## config.mk

```make
export PLATFORM = sky130hd
export DESIGN_NAME = regfile_write_buffer
export DESIGN_NICKNAME = d
export VERILOG_FILES = /design/src/rtl/regfile_write_buffer.sv
export SDC_FILE = /design/constraint.sdc
export NUM_CORES = 1
export LEC_CHECK = 0
export BUFFER_PORTS_ARGS = -buffer_cell sky130_fd_sc_hd__buf_2
export CAP_MARGIN = 20
export CORE_MARGIN = 2
export CORE_UTILIZATION = 44
export CTS_BUF_LIST = sky130_fd_sc_hd__clkbuf_8
export CTS_CLUSTER_DIAMETER = 100
export DETAILED_ROUTE_END_ITERATION = 10
export PLACE_DENSITY = 0.68
export SLEW_MARGIN = 0
export SYNTH_ARGS = -nofsm -noshare
export SYNTH_HDL_FRONTEND = slang
export SYNTH_SLANG_ARGS = --single-unit
```

## constraint.sdc

```tcl
create_clock -name clk -period 3.6 [get_ports clk]
set_input_delay 0.18 -clock clk [delete_from_list [all_inputs] [get_ports clk]]
set_output_delay 0.18 -clock clk [all_outputs]
set_load 0.005 [all_outputs]
```

## src/rtl/regfile_write_buffer.sv

```systemverilog
// In-order writeback buffer in front of the register-file write port, with optional
// youngest-entry lookup for source operands (enabled by defining WB_BYPASS_EN).
module regfile_write_buffer #(
    parameter int unsigned DEPTH = 4
) (
    input  logic                     clk,
    input  logic                     rst,
    input  logic                     in_valid,
    output logic                     in_ready,
    input  logic [4:0]               in_reg,
    input  logic [31:0]              in_data,
    input  logic                     drain_en,
    input  logic                     flush,
    output logic                     rf_write,
    output logic [4:0]               rf_write_reg,
    output logic [31:0]              rf_write_data,
    input  logic [4:0]               lkp_reg1,
    input  logic [4:0]               lkp_reg2,
    output logic                     lkp_hit1,
    output logic                     lkp_hit2,
    output logic [31:0]              lkp_data1,
    output logic [31:0]              lkp_data2,
    output logic [$clog2(DEPTH):0]   count,
    output logic                     full,
    output logic                     empty
);

    localparam int unsigned PW = $clog2(DEPTH);
    localparam int unsigned CW = PW + 1;

    logic [PW-1:0] wr_ptr;
    logic [PW-1:0] rd_ptr;
    logic [4:0]    reg_mem  [DEPTH];
    logic [31:0]   data_mem [DEPTH];
    logic          push;
    logic          enq;
    logic          pop;

    assign full     = (count == CW'(DEPTH));
    assign empty    = (count == '0);
    assign in_ready = rst && !full && !flush;
    assign push     = in_valid && in_ready;
    // Writes to r0 are accepted but have no architectural effect, so never stored.
    assign enq      = push && (in_reg != 5'd0);
    assign rf_write = !empty && drain_en && !flush;
    assign pop      = rf_write;

    assign rf_write_reg  = empty ? '0 : reg_mem[rd_ptr];
    assign rf_write_data = empty ? '0 : data_mem[rd_ptr];

    always_ff @(posedge clk or negedge rst) begin
        if (!rst) begin
            wr_ptr <= '0;
            rd_ptr <= '0;
            count  <= '0;
        end else if (flush) begin
            wr_ptr <= '0;
            rd_ptr <= '0;
            count  <= '0;
        end else begin
            if (enq) begin
                wr_ptr <= wr_ptr + 1'b1;
            end
            if (pop) begin
                rd_ptr <= rd_ptr + 1'b1;
            end
            case ({enq, pop})
                2'b10:   count <= count + 1'b1;
                2'b01:   count <= count - 1'b1;
                default: count <= count;
            endcase
        end
    end

    always_ff @(posedge clk) begin
        if (enq) begin
            reg_mem[wr_ptr]  <= in_reg;
            data_mem[wr_ptr] <= in_data;
        end
    end

`ifdef WB_BYPASS_EN
    // Scan oldest to youngest so the last match (youngest) wins.
    function automatic logic [32:0] lookup(input logic [4:0] r);
        logic [32:0]   res;
        logic [PW-1:0] idx;
        res = '0;
        for (int unsigned i = 0; i < DEPTH; i++) begin
            idx = rd_ptr + PW'(i);
            if ((CW'(i) < count) && (r != 5'd0) && (reg_mem[idx] == r)) begin
                res = {1'b1, data_mem[idx]};
            end
        end
        return res;
    endfunction

    assign {lkp_hit1, lkp_data1} = lookup(lkp_reg1);
    assign {lkp_hit2, lkp_data2} = lookup(lkp_reg2);
`else
    logic unused_lkp;
    assign unused_lkp = ^{lkp_reg1, lkp_reg2};
    assign lkp_hit1   = 1'b0;
    assign lkp_hit2   = 1'b0;
    assign lkp_data1  = '0;
    assign lkp_data2  = '0;
`endif

endmodule
```

Word level (Yosys, flattened, before mapping):

Memory sizes are Yosys's and may differ from the RTL's.
Index checks and enable logic that the tools add are counted.

* register bits after elaboration: 7
* memory bits (writable): 148
* bits of input ports: 52
* output and inout bits: 110
* memories kept: 2

* add/subtract/negate cells: 4
* equality and inequality tests: 3
* multiplexer cells: 10
* reduce and logical (&&, ||, !) cells: 14

Memories
* data_mem: words 4, width 32, rd ports 1, clocked after memory_dff 0, wr ports 1, RTL line 34 `logic [31:0] data_mem [DEPTH];`
* reg_mem: words 4, width 5, rd ports 1, clocked after memory_dff 0, wr ports 1, RTL line 33 `logic [4:0] reg_mem [DEPTH];`

Operators by type and width (number)
* 32-bit two-way mux: 1
* 2-bit two-way mux: 4
* 1-bit logical AND: 6
* 3-bit one-hot mux with 2 select lines: 1
* 5-bit two-way mux: 1
* 5-bit nonzero test: 1
* 2-bit by 1-bit adder with 2-bit output, second input constant: 2
* 2-bit nonzero test: 2
* 3-bit by 1-bit adder with 3-bit output, second input constant: 1
* 3-bit equality test, second input constant: 1
* 1-bit logical NOT: 3
* 3-bit logical NOT: 1
* 3-bit two-way mux: 1
* 3-bit nonzero test: 1
* 3-bit by 1-bit subtractor with 3-bit output, second input constant: 1
* 2-bit by 1-bit equality test with 1-bit output, second input constant: 1
* 2-bit equality test, second input constant: 1
* 1-bit two-way mux: 2

Logic depth before layout (Yosys ltp):

Gate-level depths: netlist of the first run.

* depth in word-level cells: 9
* gate-level depth with buffers: 9
* gate-level depth less buffers: 7

Least setup slack after synthesis of the first run:

No wires, ideal clock.

* kind: register -> register
* start: register count[0]
* end: register count[1]
* library setup time: 125 ps
* arrival: 2095 ps
* required time: 3475 ps
* path slack: 1379 ps
* cell stages (with the launch flop): 7
* period minus slack after synthesis: 2221 ps
* cell sequence: dfrtp_1 > or3b_2 > o2111a_1 > buf_6 > nor3_1 > fa_1 > mux2_4

* longest elaborated chain between the ends: 9

RTL lines
* start, declared: RTL line 23 `output logic [$clog2(DEPTH):0] count,`
* start signal, assigned: RTL line 68 `2'b10: count <= count + 1'b1;`
* start signal, assigned: RTL line 69 `2'b01: count <= count - 1'b1;`
* start signal, assigned: RTL line 70 `default: count <= count;`
* 3-bit equality test: RTL line 39 `assign full = (count == CW'(DEPTH));`
* 1-bit logical NOT: RTL line 41 `assign in_ready = rst && !full && !flush;`
* 1-bit logical AND (2 in series): RTL line 41
* 1-bit logical AND: RTL line 42 `assign push = in_valid && in_ready;`
* 1-bit logical AND: RTL line 44 `assign enq = push && (in_reg != 5'd0);`
* 2-bit by 1-bit equality test with 1-bit output or 2-bit equality test (tied branches): RTL line 67 `case ({enq, pop})`
* 3-bit one-hot mux with 2 select lines: RTL line 67
* 3-bit two-way mux: RTL line 56 `end else if (flush) begin`

Parallel ways exist; a longest one is shown, timed or not.
A chain may end at the register's enable or synchronous reset.

Final worst setup path of the first run:

* start: input rst
* end: memory data_mem[0][23], enable pin

* longest elaborated chain between the ends: 6

RTL lines
* start, declared: RTL line 7 `input logic rst,`
* 1-bit logical AND (2 in series): RTL line 41
* 1-bit logical AND: RTL line 42
* 1-bit logical AND: RTL line 44
* 1-bit two-way mux: RTL line 76 `if (enq) begin`
* 1-bit two-way mux (implied by the code): RTL line 78 `data_mem[wr_ptr] <= in_data;`
* end, declared: RTL line 34

Every way passes these cells.

==> results of run 1 <==
==> timing repair <==
action	CTS	global route
gates resized for setup	0	0
setup buffers	0	0
endpoints found under the hold margin	159	0
setup endpoints to repair	0	0
hold buffers	39	0
==> area by class of cell <==
type,count,area (um2)
flip-flops and latches,155,4620
repair buffers,133,896
well taps,184,230
clock buffers,17,234
fillers,1194,6720
inverters,4,15.0
multi-input cells,183,1660
clock inverters,14,204
==> cell usage after synthesis (3+ instances only) <==
library cell / count / area share (%)
sky130_fd_sc_hd__mux4_2: 37 / 13
sky130_fd_sc_hd__nor2b_1: 3 / 0.28
sky130_fd_sc_hd__ha_1: 4 / 0.76
sky130_fd_sc_hd__inv_1: 4 / 0.23
sky130_fd_sc_hd__buf_4: 66 / 7.5
sky130_fd_sc_hd__and2_2: 4 / 0.45
sky130_fd_sc_hd__and2_1: 38 / 3.6
sky130_fd_sc_hd__nor2_1: 5 / 0.28
sky130_fd_sc_hd__buf_2: 5 / 0.38
sky130_fd_sc_hd__nand2_1: 3 / 0.17
sky130_fd_sc_hd__clkbuf_1: 6 / 0.34
sky130_fd_sc_hd__dfrtp_1: 7 / 2.6
sky130_fd_sc_hd__edfxtp_1: 148 / 67
==> report_power, final <==
group / total (uW) / switching, uW / internal, uW
logic: 1200 / 532 / 670
clock network: 1410 / 599 / 812
registers: 2130 / 106 / 2030
==> metrics by stage <==
stage	setup slack, ns	instances	hold WS [ns]	utilization [%]	area, um2
floorplan	1.38	422	-0.116	-	6860
global placement	1.02	620	0.0245	48.2	7040
detailed placement	1.00	620	0.0295	48.2	7040
CTS	0.933	690	0.0718	53.9	7870
global route	0.783	690	0.107	53.9	7870
finish	0.981	690	0.114	53.9	7870
==> critical path: stages <==
cell and delay, ns:
sky130_fd_sc_hd__dlygate4sd3_1 0.52, sky130_fd_sc_hd__buf_2 0.21, sky130_fd_sc_hd__nor2b_1 0.25, sky130_fd_sc_hd__o2111a_1 0.52, sky130_fd_sc_hd__and2_2 0.69, sky130_fd_sc_hd__buf_4 0.37
==> metal layers <==
layer  global-route usage, %  share of wire, %  vias to the layer above
met5                       0                 0                        -
met4                    5.82               1.3                        0
met3                    4.22               6.4                       14
met2                    25.5                51                      143
met1                    18.3                41                     1637
li1                        -                 -                     1495
==> state kept, by name (all words and copies together) (netlist names) <==
register  flops
count         3
wr_ptr        2
rd_ptr        2
reg_mem      20
data_mem    128
==> worst paths after layout <==
| check | from | endpoint | slack (ns) |
|---|---|---|---|
| hold / removal | rst | count[1]$_DFFE_PN0P_ | 0.11 |
| max in group asynchronous | rst | rd_ptr[0]$_DFFE_PN0P_ | 3.31 |
| hold reg to reg | wr_ptr[1]$_DFFE_PN0P_ | wr_ptr[1]$_DFFE_PN0P_ | 0.59 |
| min in group clk | drain_en | rd_ptr[1]$_DFFE_PN0P_ | 0.12 |
| setup / recovery | rst | data_mem[0][23]$_DFFE_PP_ | 0.98 |
| setup reg to reg | count[2]$_DFFE_PN0P_ | data_mem[0][23]$_DFFE_PP_ | 1.04 |
==> cell families after synthesis <==
logic type,count (synthesis)
AND/OR/NAND/NOR,62
adder cells (fa/ha/maj),5
buffers and inverters,84
multiplexers,40
AO/OA/AOI/OAI,6
other,1
flip-flops,155
XOR/XNOR,4
==> impl.org, run 1 <==
** Run status
- Run status :: completed

** Setup path
- CP Max Fanout :: 24
- The worst setup path is launched from a primary input.
- For the worst setup path, the data required time is 3.73 ns.
- Data on the critical path arrives at its endpoint at between 2 and 3 ns.
- The critical path is of the primary input to register type.
- The worst setup path is captured at a register.
- The worst register-to-register path has a depth of 4.

** Drt
- Dividing the detail-routed wire length by the instance count gives 16.3 um.
- The routed layout has 3289 vias.
- Dividing the detail-routed via count by the number of cells gives 4.77.
- Violation count after the first detailed-route iteration :: 165
- For this run, design rule violations remaining after detail routing come to 0.
- ANT nets after route :: 0
- DRT Pass-1 Iters :: 4
- The routed design has between 10 and 15 mm of wire.

** Clock network
- At the later pin of the worst-skew pair, clock insertion delay measures 0.44 ns.
- The number of clock buffers added by TritonCTS is 17.
- Clock-pin slew was measured on the worst setup and hold paths at roughly 0.070 ns.
- The tree built by TritonCTS fans out to 155 sinks.
- TritonCTS clock tree :: yes
- The root buffer cell chosen for the clock tree is sky130_fd_sc_hd__clkbuf_8.
- Number of buffers on the longest clock path :: 2
- The H-tree was split into 4 levels.

** Global routing
- Total global-route track usage :: 15.0%
- Entering global routing, the biggest net connects 40 pins.
- Overall overflow remaining after global route :: 0
- The number of antenna violations at the first check in global routing came to 0.
- The first global-routing pass estimated between 15 and 20 mm of wire.
- The number of global-route vias before repair is 3480.

** Synthesis
- Cells after synthesis :: 357
- The synthesized netlist devotes 1.06% of its cell area to adder and majority cells.
- Yosys mapped a number of flops with a built-in enable equal to 148.
- Fraction of registers with async set or reset after synthesis :: 4.52%
- After Yosys synthesis, and, or, nand and nor cells account for under 10% of the synthesized area.
- In this run the mean area of a mapped cell was 18.5 um2.
- Summing the areas of all compound-gate instances in the mapped netlist gives less than 1% of the synthesized area.
- Summing the sequential cell areas from Yosys gives between 60% and 70% of the chip area.
- YS warnings :: 0
- The synthesized netlist contains 35 unique library cells.
- Summing every instance area after synthesis gives 6620 um2.
- Counting flops and latches in the post-synthesis netlist gives 155.
- The portion of synthesized area spent on multiplexers is 13.1%.
- Main combinational cell family by area after synthesis :: multiplexers
- Parity-gate share of the synthesized area counting xor and xnor cells :: 0.813%
- For this run, the leading register cell type out of synthesis is sky130_fd_sc_hd__edfxtp_1.

** Timing
- Worst-Margin Slew :: 0.994 ns
- Derived from the worst setup path, the maximum achievable clock frequency is 0.382 GHz.
- Final-report setup violation count :: 0
- The number of hold-slack violations in the final timing report is 0.
- Setup repair after global routing left no endpoint under its margin.
- After layout, the minimum clock period comes to roughly 2.6 ns.
- Total negative slack for setup checks :: 0 ns
- Headroom to the max-slew limit came out at approximately a third.
- Worst Skew :: 0.00531 ns
- The final critical path takes up 72.7% of the cycle.
- The final max-slew violation count is 0.

** Hold path
- The worst hold path belongs to the class primary input to asynchronous set/reset pin.

** Power and ir drop
- For this design the ratio of total power to cell area is 603 nW/um2.
- Peak VDD IR :: approximately 0.00036 V
- Power comes to 4750 uW.
- Leakage component of the power :: 0.00290 uW

** Finish
- Most common cell after layout, fill and taps aside :: sky130_fd_sc_hd__edfxtp_1
- The number of antenna diodes in the final layout is 0.
- Cells with a size suffix above 1 make up 33.6% of the layout.
- Leaving out fill and tap cells, the most frequent cells in the layout are sky130_fd_sc_hd__edfxtp_1, sky130_fd_sc_hd__buf_2, sky130_fd_sc_hd__conb_1.
- In the final design database the tool counted 551 nets.
- Area Growth Syn to Fin :: 18.9%

** Die
- Width of the die :: 127 um
- Row generation in the floorplan step produced 44 rows.
- Std-Cell Core Area :: between 10000 and 15000 um2
- Once the floorplan was initialized, standard cells occupied 45.4% of the core.
- The die covers between 15000 and 20000 um2.
- Measured along the y axis, the die boundary spans 127 um.
- For this design the top-level I/O count stands at 162.

** Run
- Number of max-cap violations :: 0

** Placed design
- HPWL after detailed placement :: 6.75 mm
- Port buffering added 85 buffers.
- Routability-driven placement finished with a final weighted congestion of around 0.70.
Note: power is estimated with default switching activity, not from simulation.
==> run 2, diff against run 1 <==
==> constraint.sdc (replaced) <==
create_clock -name clk -period 2.68 [get_ports clk]
set_input_delay 0.134 -clock clk [delete_from_list [all_inputs] [get_ports clk]]
set_output_delay 0.134 -clock clk [all_outputs]
set_load 0.005 [all_outputs]
==> run 2 against run 1 <==
Against the previous run:
- via count rose by 0.64%
- core utilization is 0.27 points higher
- die area unchanged
- sequential share of layout area shrank 0.30 points
- worst hold slack got worse by 0.070 ns
- flip-flop and latch count unchanged
- cell count up 0.29%
- setup slack worse by 0.65 ns
- global-route usage down 0.12 points
- combinational power up 42%
- clock skew increased by 0.0039 ns
==> impl.org, run 2 (same netlist as run 1, synthesis figures left out) <==
** Setup path
- Broken down by cell family, the worst path's largest delay share belongs to simple AND/OR/NAND/NOR gates.
- CP Max Fanout :: 37
- Worst Setup Path Type :: register to register
- The slowest stage of the critical path is the sky130_fd_sc_hd__and2_2 cell.
- Largest incremental delay on the critical path :: about 0.92 ns
- The worst setup path is captured at a register.
- Required @ worst endpoint :: 2.74 ns
- Counting both buffers and inverters, the worst setup path holds a total of 0.
- Critical path, cell by cell :: or3b_2, o2111a_1, and2_2
- Type of element launching the critical path :: register
- Data on the critical path arrives at its endpoint at 2.41 ns.

** Finish
- Most flop-heavy register :: data_mem
- 0 antenna diodes ended up in the layout.
- The largest registers in the layout are data_mem x128, reg_mem x20, count x3.
- Area of all placed cells without fillers :: 7910 um2
- Share of final-layout standard cells stronger than drive strength 1 :: roughly 34%
- After the last flow step, the layout net total stands at 552.
- The register with the most flip-flops in the layout has roughly 130 of them.
- Compared with the post-synthesis result, the final layout area differs by 19.5%.
- Commonest non-fill, non-tap cells in the layout :: sky130_fd_sc_hd__edfxtp_1, sky130_fd_sc_hd__buf_2, sky130_fd_sc_hd__conb_1
- Most common cell after layout, fill and taps aside :: sky130_fd_sc_hd__edfxtp_1

** Placed design
- I/O Buffers :: 85
- Routability-driven placement finished with a final weighted congestion of roughly 0.74.
- The placed instances occupy a cell area of about 7100 um2.
- HPWL after detailed placement :: ~7.0 mm

** Global routing
- Total global-route track usage :: between 10% and 20%
- Number of antenna violations at the first check in global routing :: 0
- Pin count of the biggest net entering global routing :: 40
- First-pass GRT wire length :: between 15 and 20 mm
- The number of global-route vias before repair was 3382.
- Overall overflow remaining after global route :: 0

** Clock network
- The number of hold buffers added after CTS was 39.
- The number of clock buffers added by TritonCTS is 17.
- Clock sink total :: 155
- The H-tree was split into 4 levels.
- For the worst-skew pair, the clock arrives at the later sink with an insertion delay of about 0.44 ns.
- Once the clock tree was built, the resizer swapped 0 gates to a different size.
- Cell chosen for the clock root :: sky130_fd_sc_hd__clkbuf_8
- Clock transition at the register clock pins on the worst setup and hold paths after CTS :: 0.08 ns
- Once the clock tree was built, the setup fixing pass inserted 0 buffers.
- TritonCTS built the clock tree.
- Number of buffers on the longest clock path :: 2

** Drt
- Once detail routing completed, the nets flagged for antenna violations numbered 0.
- Dividing the detail-routed via count by the number of cells gives ~4.8.
- Final wirelength :: 11.4 mm
- Violation count after the first detailed-route iteration :: 141
- Wire per inst :: approximately 16 um
- In the routed design, unresolved DRC markers number 0.
- DRT Pass-1 Iters :: 4
- For this block, the via count after detailed routing is 3310.

** Timing
- Setup repair after global routing left no endpoint under its margin.
- Total negative slack for setup checks :: 0 ns
- Derived from the worst setup path, the maximum achievable clock frequency is between 0.4 and 0.5 GHz.
- Headroom to the max-slew limit came out at between 20% and 30%.
- Final Max Slew Viols :: 0
- The number of hold-slack violations in the final timing report came to 0.
- The worst path needs about 2.4 ns of the cycle, external delays included.
- Worst Skew :: 0.00922 ns
- Setup violations remaining at the end of the flow were counted as 0.
- Final hold analysis gives a worst-case slack of roughly 0.045 ns.
- Period utilization :: 87.7%
- At the pin with the least slew margin, the transition time is roughly 1.1 ns.

** Power and ir drop
- In this run the static leakage power is 0.00291 uW.
- Peak VDD IR :: 0.000441 V
- For this design the ratio of total power to cell area is approximately 800 nW/um2.

** Run status
- The flow ran to the end, and the final reports show no timing, DRC or antenna violations.

** Die
- Measured along the y axis, the die boundary spans between 100 and 150 um.
- Placement row count :: 44
- Once the floorplan was initialized, standard cells occupied between 40% and 50% of the core.
- The die is approximately 130 um wide.
- The die covers ~16000 um2.
- The core region is ~15000 um2.
- Num ports :: about 160

** Hold path
- Class of the tightest hold or removal check :: primary input to asynchronous set/reset pin

** Run
- Max-cap violations in this run came to 0.
[run 2: routing by layer]
metal | global-route usage [%] | routed length, um | vias to the layer above
met1 | 17.5 | 4680 | 1665
met2 | 25.9 | 5860 | 123
met5 | 0 | 0 | -
met3 | 4.89 | 652 | 14
li1 | - | - | 1508
met4 | 5.04 | 178 | 0
[run 2: where the power goes]
group	switching (uW)	internal, uW
Clock	831	1010
Combinational	766	937
Sequential	116	2720
[run 2: per-stage QoR]
stage / worst slack [ns] / utilization [%] / total power [uW] / cells
finish: 0.329 / 54.2 / 6380 / 692
floorplan: 0.459 / - / 3960 / 422
CTS: 0.221 / 54.0 / 6500 / 691
global route: 0.139 / 54.2 / 6710 / 692
global placement: 0.334 / 48.4 / 4580 / 620
detailed placement: 0.276 / 48.4 / 4600 / 620
[run 2: cell type report]
type | instances | area (um2)
clock buffer | 17 | 234
clock inverter | 15 | 199
fill | 1167 | 6680
inverter | 4 | 15.0
multi-input combinational | 183 | 1660
sequential | 155 | 4620
tap | 184 | 230
timing repair buffer | 134 | 941
[run 2: path summary, 6_finish.rpt]
| kind | from | slack (ns) | cells past startpoint | to |
|---|---|---|---|---|
| worst max-delay path | count[2]$_DFFE_PN0P_ | 0.33 | 3 | data_mem[1][15]$_DFFE_PP_ |
| worst min-delay path | rst | 0.04 | 2 | count[1]$_DFFE_PN0P_ |
| worst max register to register | count[2]$_DFFE_PN0P_ | 0.33 | 3 | data_mem[1][15]$_DFFE_PP_ |
| worst min register to register | wr_ptr[1]$_DFFE_PN0P_ | 0.61 | 2 | wr_ptr[1]$_DFFE_PN0P_ |
| max in group asynchronous | rst | 2.46 | 2 | rd_ptr[0]$_DFFE_PN0P_ |
| min in group clk | drain_en | 0.05 | 4 | rd_ptr[0]$_DFFE_PN0P_ |
